<file path="config.mk">
export PLATFORM = sky130hd
export DESIGN_NAME = tinyqv_uart_tx_periph_flat
export DESIGN_NICKNAME = d
export VERILOG_FILES = /design/src/rtl/tinyqv_periph_pkg.sv /design/src/rtl/tinyqv_uart_tx_periph_if.sv /design/src/rtl/tinyqv_uart_tx_core.sv /design/src/rtl/tinyqv_uart_tx_periph.sv /design/src/flat_wrapper.sv
export SDC_FILE = /design/constraint.sdc
export NUM_CORES = 1
export LEC_CHECK = 0
export CAP_MARGIN = 20
export CELL_PAD_IN_SITES_DETAIL_PLACEMENT = 0
export CELL_PAD_IN_SITES_GLOBAL_PLACEMENT = 2
export CORE_MARGIN = 8
export CORE_UTILIZATION = 34
export CTS_CLUSTER_DIAMETER = 60
export DETAILED_ROUTE_END_ITERATION = 7
export GPL_ROUTABILITY_DRIVEN = 0
export PLACE_DENSITY_LB_ADDON = 0.1
export SYNTH_ARGS = -nofsm -noshare
export SYNTH_HDL_FRONTEND = slang
export SYNTH_SLANG_ARGS = --single-unit
export TNS_END_PERCENT = 100
</file>
<file path="constraint.sdc">
create_clock -name clk_i -period 4.9 [get_ports clk_i]
set_clock_uncertainty 0.2 [all_clocks]
set_input_delay 0.98 -clock clk_i [delete_from_list [all_inputs] [get_ports clk_i]]
set_output_delay 0.98 -clock clk_i [all_outputs]
set_load 0.005 [all_outputs]
</file>
<file path="src/rtl/tinyqv_periph_pkg.sv">
// Shared constants for tinyQV peripherals: register offsets, transaction sizes, UART FSM states.
package tinyqv_periph_pkg;

    localparam logic [1:0] REG_TXDATA  = 2'd0;
    localparam logic [1:0] REG_STATUS  = 2'd1;
    localparam logic [1:0] REG_DIVIDER = 2'd2;
    localparam logic [1:0] REG_IRQ_EN  = 2'd3;

    localparam logic [1:0] SZ_NONE = 2'b11;
    localparam logic [1:0] SZ_8    = 2'b00;
    localparam logic [1:0] SZ_16   = 2'b01;
    localparam logic [1:0] SZ_32   = 2'b10;

    typedef enum logic [1:0] {
        StIdle,
        StStart,
        StData,
        StStop
    } uart_state_e;

endpackage

</file>
<file path="src/rtl/tinyqv_uart_tx_periph_if.sv">
// tinyQV non-memory data transaction port; the CPU is master, the peripheral is slave.
interface tinyqv_uart_tx_periph_if;
    logic [27:0] data_addr;
    logic [1:0]  data_write_n;
    logic [1:0]  data_read_n;
    logic [31:0] data_out;
    logic        data_ready;
    logic [31:0] data_in;

    modport master (
        output data_addr, data_write_n, data_read_n, data_out,
        input  data_ready, data_in
    );

    modport slave (
        input  data_addr, data_write_n, data_read_n, data_out,
        output data_ready, data_in
    );
endinterface

</file>
<file path="src/rtl/tinyqv_uart_tx_core.sv">
// 8N1 serialiser: bit-period counter, shift register and start/data/stop FSM.
module tinyqv_uart_tx_core
    import tinyqv_periph_pkg::*;
#(
    parameter int unsigned DIV_WIDTH = 12
) (
    input  logic                 clk_i,
    input  logic                 rst_i,
    input  logic [7:0]           byte_i,
    input  logic                 valid_i,
    output logic                 ready_o,
    input  logic [DIV_WIDTH-1:0] div_i,
    output logic                 uart_tx_o,
    output logic                 busy_o
);

    uart_state_e          state_q, state_d;
    logic [DIV_WIDTH-1:0] cnt_q, cnt_d;
    logic [2:0]           bit_q, bit_d;
    logic [7:0]           shift_q, shift_d;
    logic                 tick;
    logic                 take;

    assign tick    = (cnt_q == '0);
    // A new byte can be taken while idle or on the last clock of a stop bit.
    assign ready_o = (state_q == StIdle) || ((state_q == StStop) && tick);
    assign take    = valid_i && ready_o;

    always_comb begin
        state_d = state_q;
        cnt_d   = cnt_q;
        bit_d   = bit_q;
        shift_d = shift_q;
        if (state_q != StIdle) begin
            cnt_d = tick ? div_i : cnt_q - 1'b1;
        end
        case (state_q)
            StIdle:  state_d = StIdle;
            StStart: begin
                if (tick) begin
                    state_d = StData;
                    bit_d   = 3'd0;
                end
            end
            StData: begin
                if (tick) begin
                    shift_d = {1'b0, shift_q[7:1]};
                    bit_d   = bit_q + 3'd1;
                    if (bit_q == 3'd7) begin
                        state_d = StStop;
                    end
                end
            end
            StStop: begin
                if (tick) begin
                    state_d = StIdle;
                end
            end
            default: state_d = StIdle;
        endcase
        if (take) begin
            state_d = StStart;
            shift_d = byte_i;
            cnt_d   = div_i;
        end
    end

    always_ff @(posedge clk_i) begin
        if (rst_i) begin
            state_q <= StIdle;
            cnt_q   <= '0;
            bit_q   <= 3'd0;
            shift_q <= 8'd0;
        end else begin
            state_q <= state_d;
            cnt_q   <= cnt_d;
            bit_q   <= bit_d;
            shift_q <= shift_d;
        end
    end

    assign uart_tx_o = (state_q == StStart) ? 1'b0 :
                       (state_q == StData)  ? shift_q[0] : 1'b1;
    assign busy_o    = (state_q != StIdle);

endmodule

</file>
<file path="src/rtl/tinyqv_uart_tx_periph.sv">
// Memory-mapped UART transmitter: register decode, TX FIFO and serialiser.
// Define TINYQV_UART_CTS_EN to add the uart_cts_n_i flow-control input.
module tinyqv_uart_tx_periph
    import tinyqv_periph_pkg::*;
#(
    parameter logic [27:0]          BASE_ADDR  = 28'h800_0040,
    parameter int unsigned          FIFO_DEPTH = 4,
    parameter int unsigned          DIV_WIDTH  = 12,
    parameter logic [DIV_WIDTH-1:0] RESET_DIV  = 12'd103
) (
    input  logic                    clk_i,
    input  logic                    rst_i,
    tinyqv_uart_tx_periph_if.slave  bus,
`ifdef TINYQV_UART_CTS_EN
    input  logic                    uart_cts_n_i,
`endif
    output logic                    uart_tx_o,
    output logic                    irq_o
);

    localparam int unsigned PtrW = (FIFO_DEPTH > 1) ? $clog2(FIFO_DEPTH) : 1;
    localparam int unsigned LvlW = $clog2(FIFO_DEPTH + 1);

    logic                 is_wr, is_rd, sel, tx_wr;
    logic [1:0]           offset;
    logic [7:0]           mem_q [FIFO_DEPTH];
    logic [PtrW-1:0]      wr_ptr_q, rd_ptr_q;
    logic [LvlW-1:0]      level_q;
    logic                 full, empty, push, pop;
    logic [DIV_WIDTH-1:0] div_q, div_d;
    logic                 irq_en_q, irq_en_d;
    logic                 cts_ok, core_ready, core_busy;
    logic [31:0]          status, rdata;
    logic                 unused_bits;

    assign is_wr  = (bus.data_write_n != SZ_NONE);
    assign is_rd  = (bus.data_read_n != SZ_NONE);
    assign sel    = (bus.data_addr[27:4] == BASE_ADDR[27:4]) && (is_wr || is_rd);
    assign offset = bus.data_addr[3:2];
    assign tx_wr  = sel && is_wr && (offset == REG_TXDATA);

    assign full  = (level_q == LvlW'(FIFO_DEPTH));
    assign empty = (level_q == '0);
    assign pop   = !empty && cts_ok && core_ready;
    // A pop in the same cycle frees the slot, so a full FIFO can still accept.
    assign push  = tx_wr && (!full || pop);
    assign bus.data_ready = sel && (!tx_wr || !full || pop);

`ifdef TINYQV_UART_CTS_EN
    logic [1:0] cts_sync_q;
    always_ff @(posedge clk_i) begin
        if (rst_i) begin
            cts_sync_q <= 2'b11;
        end else begin
            cts_sync_q <= {cts_sync_q[0], uart_cts_n_i};
        end
    end
    assign cts_ok = !cts_sync_q[1];
`else
    assign cts_ok = 1'b1;
`endif

    always_comb begin
        div_d    = div_q;
        irq_en_d = irq_en_q;
        if (sel && is_wr) begin
            if (offset == REG_DIVIDER) begin
                if (bus.data_write_n == SZ_8) begin
                    div_d[7:0] = bus.data_out[7:0];
                end else begin
                    div_d = bus.data_out[DIV_WIDTH-1:0];
                end
            end
            if (offset == REG_IRQ_EN) begin
                irq_en_d = bus.data_out[0];
            end
        end
    end

    always_ff @(posedge clk_i) begin
        if (rst_i) begin
            wr_ptr_q <= '0;
            rd_ptr_q <= '0;
            level_q  <= '0;
            div_q    <= RESET_DIV;
            irq_en_q <= 1'b0;
        end else begin
            if (push) begin
                wr_ptr_q <= wr_ptr_q + 1'b1;
            end
            if (pop) begin
                rd_ptr_q <= rd_ptr_q + 1'b1;
            end
            if (push && !pop) begin
                level_q <= level_q + 1'b1;
            end else if (pop && !push) begin
                level_q <= level_q - 1'b1;
            end
            div_q    <= div_d;
            irq_en_q <= irq_en_d;
        end
    end

    always_ff @(posedge clk_i) begin
        if (push) begin
            mem_q[wr_ptr_q] <= bus.data_out[7:0];
        end
    end

    always_comb begin
        status              = 32'd0;
        status[0]           = !empty || core_busy;
        status[1]           = full;
        status[2]           = empty;
        status[4 +: LvlW]   = level_q;
        rdata               = 32'd0;
        if (sel && is_rd) begin
            case (offset)
                REG_STATUS:  rdata = status;
                REG_DIVIDER: rdata = 32'(div_q);
                REG_IRQ_EN:  rdata = {31'd0, irq_en_q};
                default:     rdata = 32'd0;
            endcase
        end
    end
    assign bus.data_in = rdata;

    tinyqv_uart_tx_core #(
        .DIV_WIDTH (DIV_WIDTH)
    ) u_core (
        .clk_i     (clk_i),
        .rst_i     (rst_i),
        .byte_i    (mem_q[rd_ptr_q]),
        .valid_i   (!empty && cts_ok),
        .ready_o   (core_ready),
        .div_i     (div_q),
        .uart_tx_o (uart_tx_o),
        .busy_o    (core_busy)
    );

    assign irq_o       = irq_en_q && empty && !core_busy;
    assign unused_bits = ^{bus.data_addr[1:0], bus.data_out[31:8]};

endmodule

</file>
<file path="src/flat_wrapper.sv">
// flat-port wrapper written by rule: the top's interface ports become plain ports
module tinyqv_uart_tx_periph_flat import tinyqv_periph_pkg::*;
#(
    parameter logic [27:0]          BASE_ADDR  = 28'h800_0040,
    parameter int unsigned          FIFO_DEPTH = 4,
    parameter int unsigned          DIV_WIDTH  = 12,
    parameter logic [DIV_WIDTH-1:0] RESET_DIV  = 12'd103
)
  (clk_i, rst_i, uart_tx_o, irq_o, bus_data_addr, bus_data_write_n, bus_data_read_n, bus_data_out, bus_data_ready, bus_data_in);
  tinyqv_uart_tx_periph_if bus_i ();
  input  logic clk_i;
  input  logic rst_i;
  output logic uart_tx_o;
  output logic irq_o;
  input wire logic [$bits(bus_i.data_addr)-1:0] bus_data_addr;
  input wire logic [$bits(bus_i.data_write_n)-1:0] bus_data_write_n;
  input wire logic [$bits(bus_i.data_read_n)-1:0] bus_data_read_n;
  input wire logic [$bits(bus_i.data_out)-1:0] bus_data_out;
  output wire logic [$bits(bus_i.data_ready)-1:0] bus_data_ready;
  output wire logic [$bits(bus_i.data_in)-1:0] bus_data_in;
  assign bus_i.data_addr = bus_data_addr;
  assign bus_i.data_write_n = bus_data_write_n;
  assign bus_i.data_read_n = bus_data_read_n;
  assign bus_i.data_out = bus_data_out;
  assign bus_data_ready = bus_i.data_ready;
  assign bus_data_in = bus_i.data_in;
  tinyqv_uart_tx_periph #(.BASE_ADDR(BASE_ADDR), .FIFO_DEPTH(FIFO_DEPTH), .DIV_WIDTH(DIV_WIDTH), .RESET_DIV(RESET_DIV)) u_core (.clk_i(clk_i), .rst_i(rst_i), .bus(bus_i), .uart_tx_o(uart_tx_o), .irq_o(irq_o));
endmodule
</file>
==> results, run 1 <==
- The worst setup path is captured at an output port.
- The critical path is of the in -> out type.
- Of all nets on the critical path, the largest fanout is 6.
- The area share of xor/xnor cells in the synthesized design is 0.00618.
- For this run, the total global-route usage over all layers was measured as 0.148.
- The combinational family with the most area after synthesis is simple AND/OR/NAND/NOR gates.
- The path category of the worst min-delay check is reg -> reg.
- The setup TNS is 0 ns.
- The count of unique library cells instantiated by Yosys is 70.
- Summing all flip-flop and latch instances after layout gives ~1900 um^2.
- The mean instance size in the synthesized netlist is 10.4 um^2.
- The clock passes through at most 2 buffers.
- The final critical-path share of the clock period is 0.898.
- Entering global routing, the biggest net connects 42 pins.
- The initial DRC count is 248.
- The initial antenna violation count came to 0.
- The synthesis warning total is 0.
- The first-pass GRT wire length is around 18 mm.
- The register bit total from synthesis is a little under 80.
- The flow ran to the end, and the final reports show no timing, DRC or antenna violations.
- Of the synthesized area, sequential elements account for 0.448.
- The multi-input combinational cells in the finished layout cover a total of 2100 um^2.
- Dividing the detail-routed via count by the number of cells gives roughly 5.3.
- The most frequent cell after synthesis is sky130_fd_sc_hd__dfxtp_1.
- The clock tree from TritonCTS is yes.
- The area of the mapped netlist is 4250 um^2.
- In the post-synthesis netlist, the biggest area contributors are sky130_fd_sc_hd__edfxtp_1, sky130_fd_sc_hd__dfxtp_1, sky130_fd_sc_hd__mux4_2, sky130_fd_sc_hd__buf_4, sky130_fd_sc_hd__ha_1.
- Subtracting the final worst setup slack from the clock period gives ~4.4 ns.
- The overall overflow remaining after global route is 0.
- Once routing completed, OpenROAD measured the worst setup slack at between 0.5 and 0.6 ns.
- The overall die width is roughly 130 um.
- Of the total synthesized cell area, the portion taken by AND, OR, NAND and NOR gates is 0.191.
- The routed via count is 3,400.
- The quantity of gates resized following cts is 0.
- The power density of the placed cells is between 500 and 600 nW/um^2.
- The cell count after synthesis is a little over 400.
- The commonest cells after synthesis are sky130_fd_sc_hd__dfxtp_1, sky130_fd_sc_hd__edfxtp_1, sky130_fd_sc_hd__a21oi_1.
- The pre-CTS worst setup slack is 0.469 ns.
- Across the run, the number of max-cap violations was 0.
- Port buffering added 58 buffers.
- After legalization and detailed placement, the total HPWL measured slightly below 9 mm.
- In the synthesized netlist the dominant register cell turns out to be sky130_fd_sc_hd__dfxtp_1.
- The die footprint is around 16,000 um^2.
- The area share of the leading cell type in the synthesized netlist is 0.226.
- The share of async-settable or async-resettable flops after synthesis is 0.
- For this run, the top clock speed supported by timing is between 0.2 and 0.25 GHz.
- The standby leakage power is roughly 1.8 nW.
- Measured against its own limit, the worst slew margin works out to 0.394.
- The count of final max-slew check failures was 0.
- The largest area contributor in the netlist is sky130_fd_sc_hd__edfxtp_1.
- The via count of the first global-routing pass came to between 3,000 and 4,000.
- Clock-pin slew was measured on the worst setup and hold paths at ~0.060 ns.
- The number of iterations in the first detailed-routing pass is 5.
- Setup repair after global routing left no endpoint under its margin.
- At the later pin of the worst-skew pair, clock insertion delay measures 0.34 ns.
- The number of fill cells is between 1,000 and 1,500.
- The share of the synthesized area in compound gates (AO/OA/AOI/OAI) is 0.171.
- 0 antenna diodes ended up in the layout.
- The total count of hold-check failures in the final report is 0.
- The number of levels the H-tree was split into is 3.
- In this run the remaining antenna-violating nets after routing total 0.
- In this run, synthesis inferred 32 flip-flops with an integrated enable.
- approximately 100 I/O pins were placed.
- The remaining routing DRC violations is 0.
- At the worst endpoint, the required time is roughly 3.7 ns.
- The design draws around 0.0026 W.
- The placeable core region is ~12,000 um^2.
- The arrival time of data at the critical path endpoint is roughly 3.2 ns.
- Setup violations remaining at the end of the flow were counted as 0.
- The floorplan step set the die height to 128 um.
- The critical path startpoint category is an input pin.
- The adder-cell share of the synthesized area is 0.0400.
- The clock drives 79 sinks.
- The mux contribution to synthesized area is 0.0689.
- The total clock buffers created by CTS is 9.
- The cell row count is between 40 and 50.
- The number of hold buffers added after CTS was 0.
- The number of buffers added for setup after CTS is 0.
- The overall routed net length is ~12 mm.
- From synthesis to final layout, the design area changed by 22.4%.
- The starting density of the core is 0.342.
- The root buffer cell chosen for the clock tree is sky130_fd_sc_hd__clkbuf_16.
- The pin slew with the least headroom to its limit is about 0.9 ns.
- The per-cell routed wire length is 18.4 um.
- The worst-case IR drop observed on VDD is 0.190 mV.
- The number of nets at the end of the flow is approximately 540.
- In the final layout, the share of cells above drive strength 1 is 0.104.
path summary, 6_finish.rpt:
kind	cells past startpoint	start	slack [ns]	endpoint
setup / recovery	6	bus_data_addr[5]	0.50	bus_data_in[3]
hold / removal	2	u_core.div_q[11]	0.28	u_core.div_q[11]
setup reg to reg	12	u_core.u_core.cnt_q[0]	1.08	u_core.level_q[2]
hold reg to reg	2	u_core.div_q[11]	0.28	u_core.div_q[11]
layer usage:
layer	track usage	share of wire	vias up
met5	0	0	-
met4	0.0497	0.011	0
met3	0.0524	0.067	12
met2	0.222	0.45	101
met1	0.192	0.47	1639
li1	-	-	1648
final cells by class:
type / instances / share of cell area
multi-input cells: 292 / 0.404
clock buffers: 11 / 0.0447
well taps: 172 / 0.0414
inverters: 14 / 0.0101
clock inverters: 5 / 0.00697
flip-flops and latches: 79 / 0.366
repair buffers: 69 / 0.127
registers in the layout (all words and copies together), names as in the netlist, named ones only:
register / count
u_core.div_q: 12
u_core.irq_en_q: 1
u_core.level_q: 3
u_core.mem_q: 32
u_core.rd_ptr_q: 2
u_core.u_core.bit_q: 3
u_core.u_core.cnt_q: 12
u_core.u_core.shift_q: 8
u_core.u_core.state_q: 2
u_core.wr_ptr_q: 2
worst max-delay path, cell delays in order:
cell and delay (ns):
sky130_fd_sc_hd__clkdlybuf4s50_1 0.39, sky130_fd_sc_hd__nor4b_1 0.39, sky130_fd_sc_hd__and4_1 0.38, sky130_fd_sc_hd__and3_1 0.35
sky130_fd_sc_hd__and3_1 0.22, sky130_fd_sc_hd__clkdlybuf4s50_1 0.50
cell families (layout without fill, tap and decap cells):
group / after synthesis / in the layout
buffers and inverters: 58 / 99
adders and majority gates: 13 / 13
DFF: 79 / 79
muxes: 19 / 19
xor gates and xnor gates: 3 / 3
and+or+nand+nor: 137 / 137
other: 1 / 20
AOI/OAI and AO/OA: 100 / 100
placed cells by master, fill, tap and decap left out, types with 7 or more instances in the layout:
master / count
sky130_fd_sc_hd__nor3_1: 8
sky130_fd_sc_hd__mux2i_1: 9
sky130_fd_sc_hd__conb_1: 20
sky130_fd_sc_hd__dfxtp_1: 47
sky130_fd_sc_hd__inv_1: 12
sky130_fd_sc_hd__clkbuf_16: 9
sky130_fd_sc_hd__nor4_1: 9
sky130_fd_sc_hd__nor3b_1: 9
sky130_fd_sc_hd__nand2_1: 24
sky130_fd_sc_hd__edfxtp_1: 32
sky130_fd_sc_hd__or3_1: 7
sky130_fd_sc_hd__a22oi_1: 7
sky130_fd_sc_hd__o21ai_0: 13
sky130_fd_sc_hd__clkdlybuf4s50_1: 58
sky130_fd_sc_hd__nor2_1: 23
sky130_fd_sc_hd__mux4_2: 8
sky130_fd_sc_hd__buf_4: 11
sky130_fd_sc_hd__and3_1: 8
sky130_fd_sc_hd__ha_1: 12
sky130_fd_sc_hd__a21oi_1: 25
sky130_fd_sc_hd__nand3_1: 17
power breakdown:
part	total, W	switching, W	internal, W	leakage [nW]
clock network	0.000608	0.000265	0.000343	0.122
registers	0.000900	0.000125	0.000775	0.671
logic	0.00110	0.000664	0.000437	0.986
through the flow:
| step | std cells | hold WS [ns] | util | area [um^2] |
|---|---|---|---|---|
| 6_report | 642 | 0.278 | 0.419 | 5200 |
| 3_5_place_dp | 626 | 0.267 | 0.397 | 4930 |
| 5_1_grt | 642 | 0.303 | 0.419 | 5200 |
| 2_1_floorplan | 429 | 0.241 | - | 4320 |
| 3_3_place_gp | 626 | 0.258 | 0.397 | 4930 |
| 4_1_cts | 642 | 0.280 | 0.419 | 5200 |
Note: power is estimated with default switching activity, not from simulation.
==> run 2: changes to the inputs <==
- ABC_CLOCK_PERIOD_IN_PS: unset -> 4900
- HOLD_SLACK_MARGIN: unset -> 0.05
==> results of run 2 <==
Same layout as run 1: the final DEF is identical, and so are final timing and power.
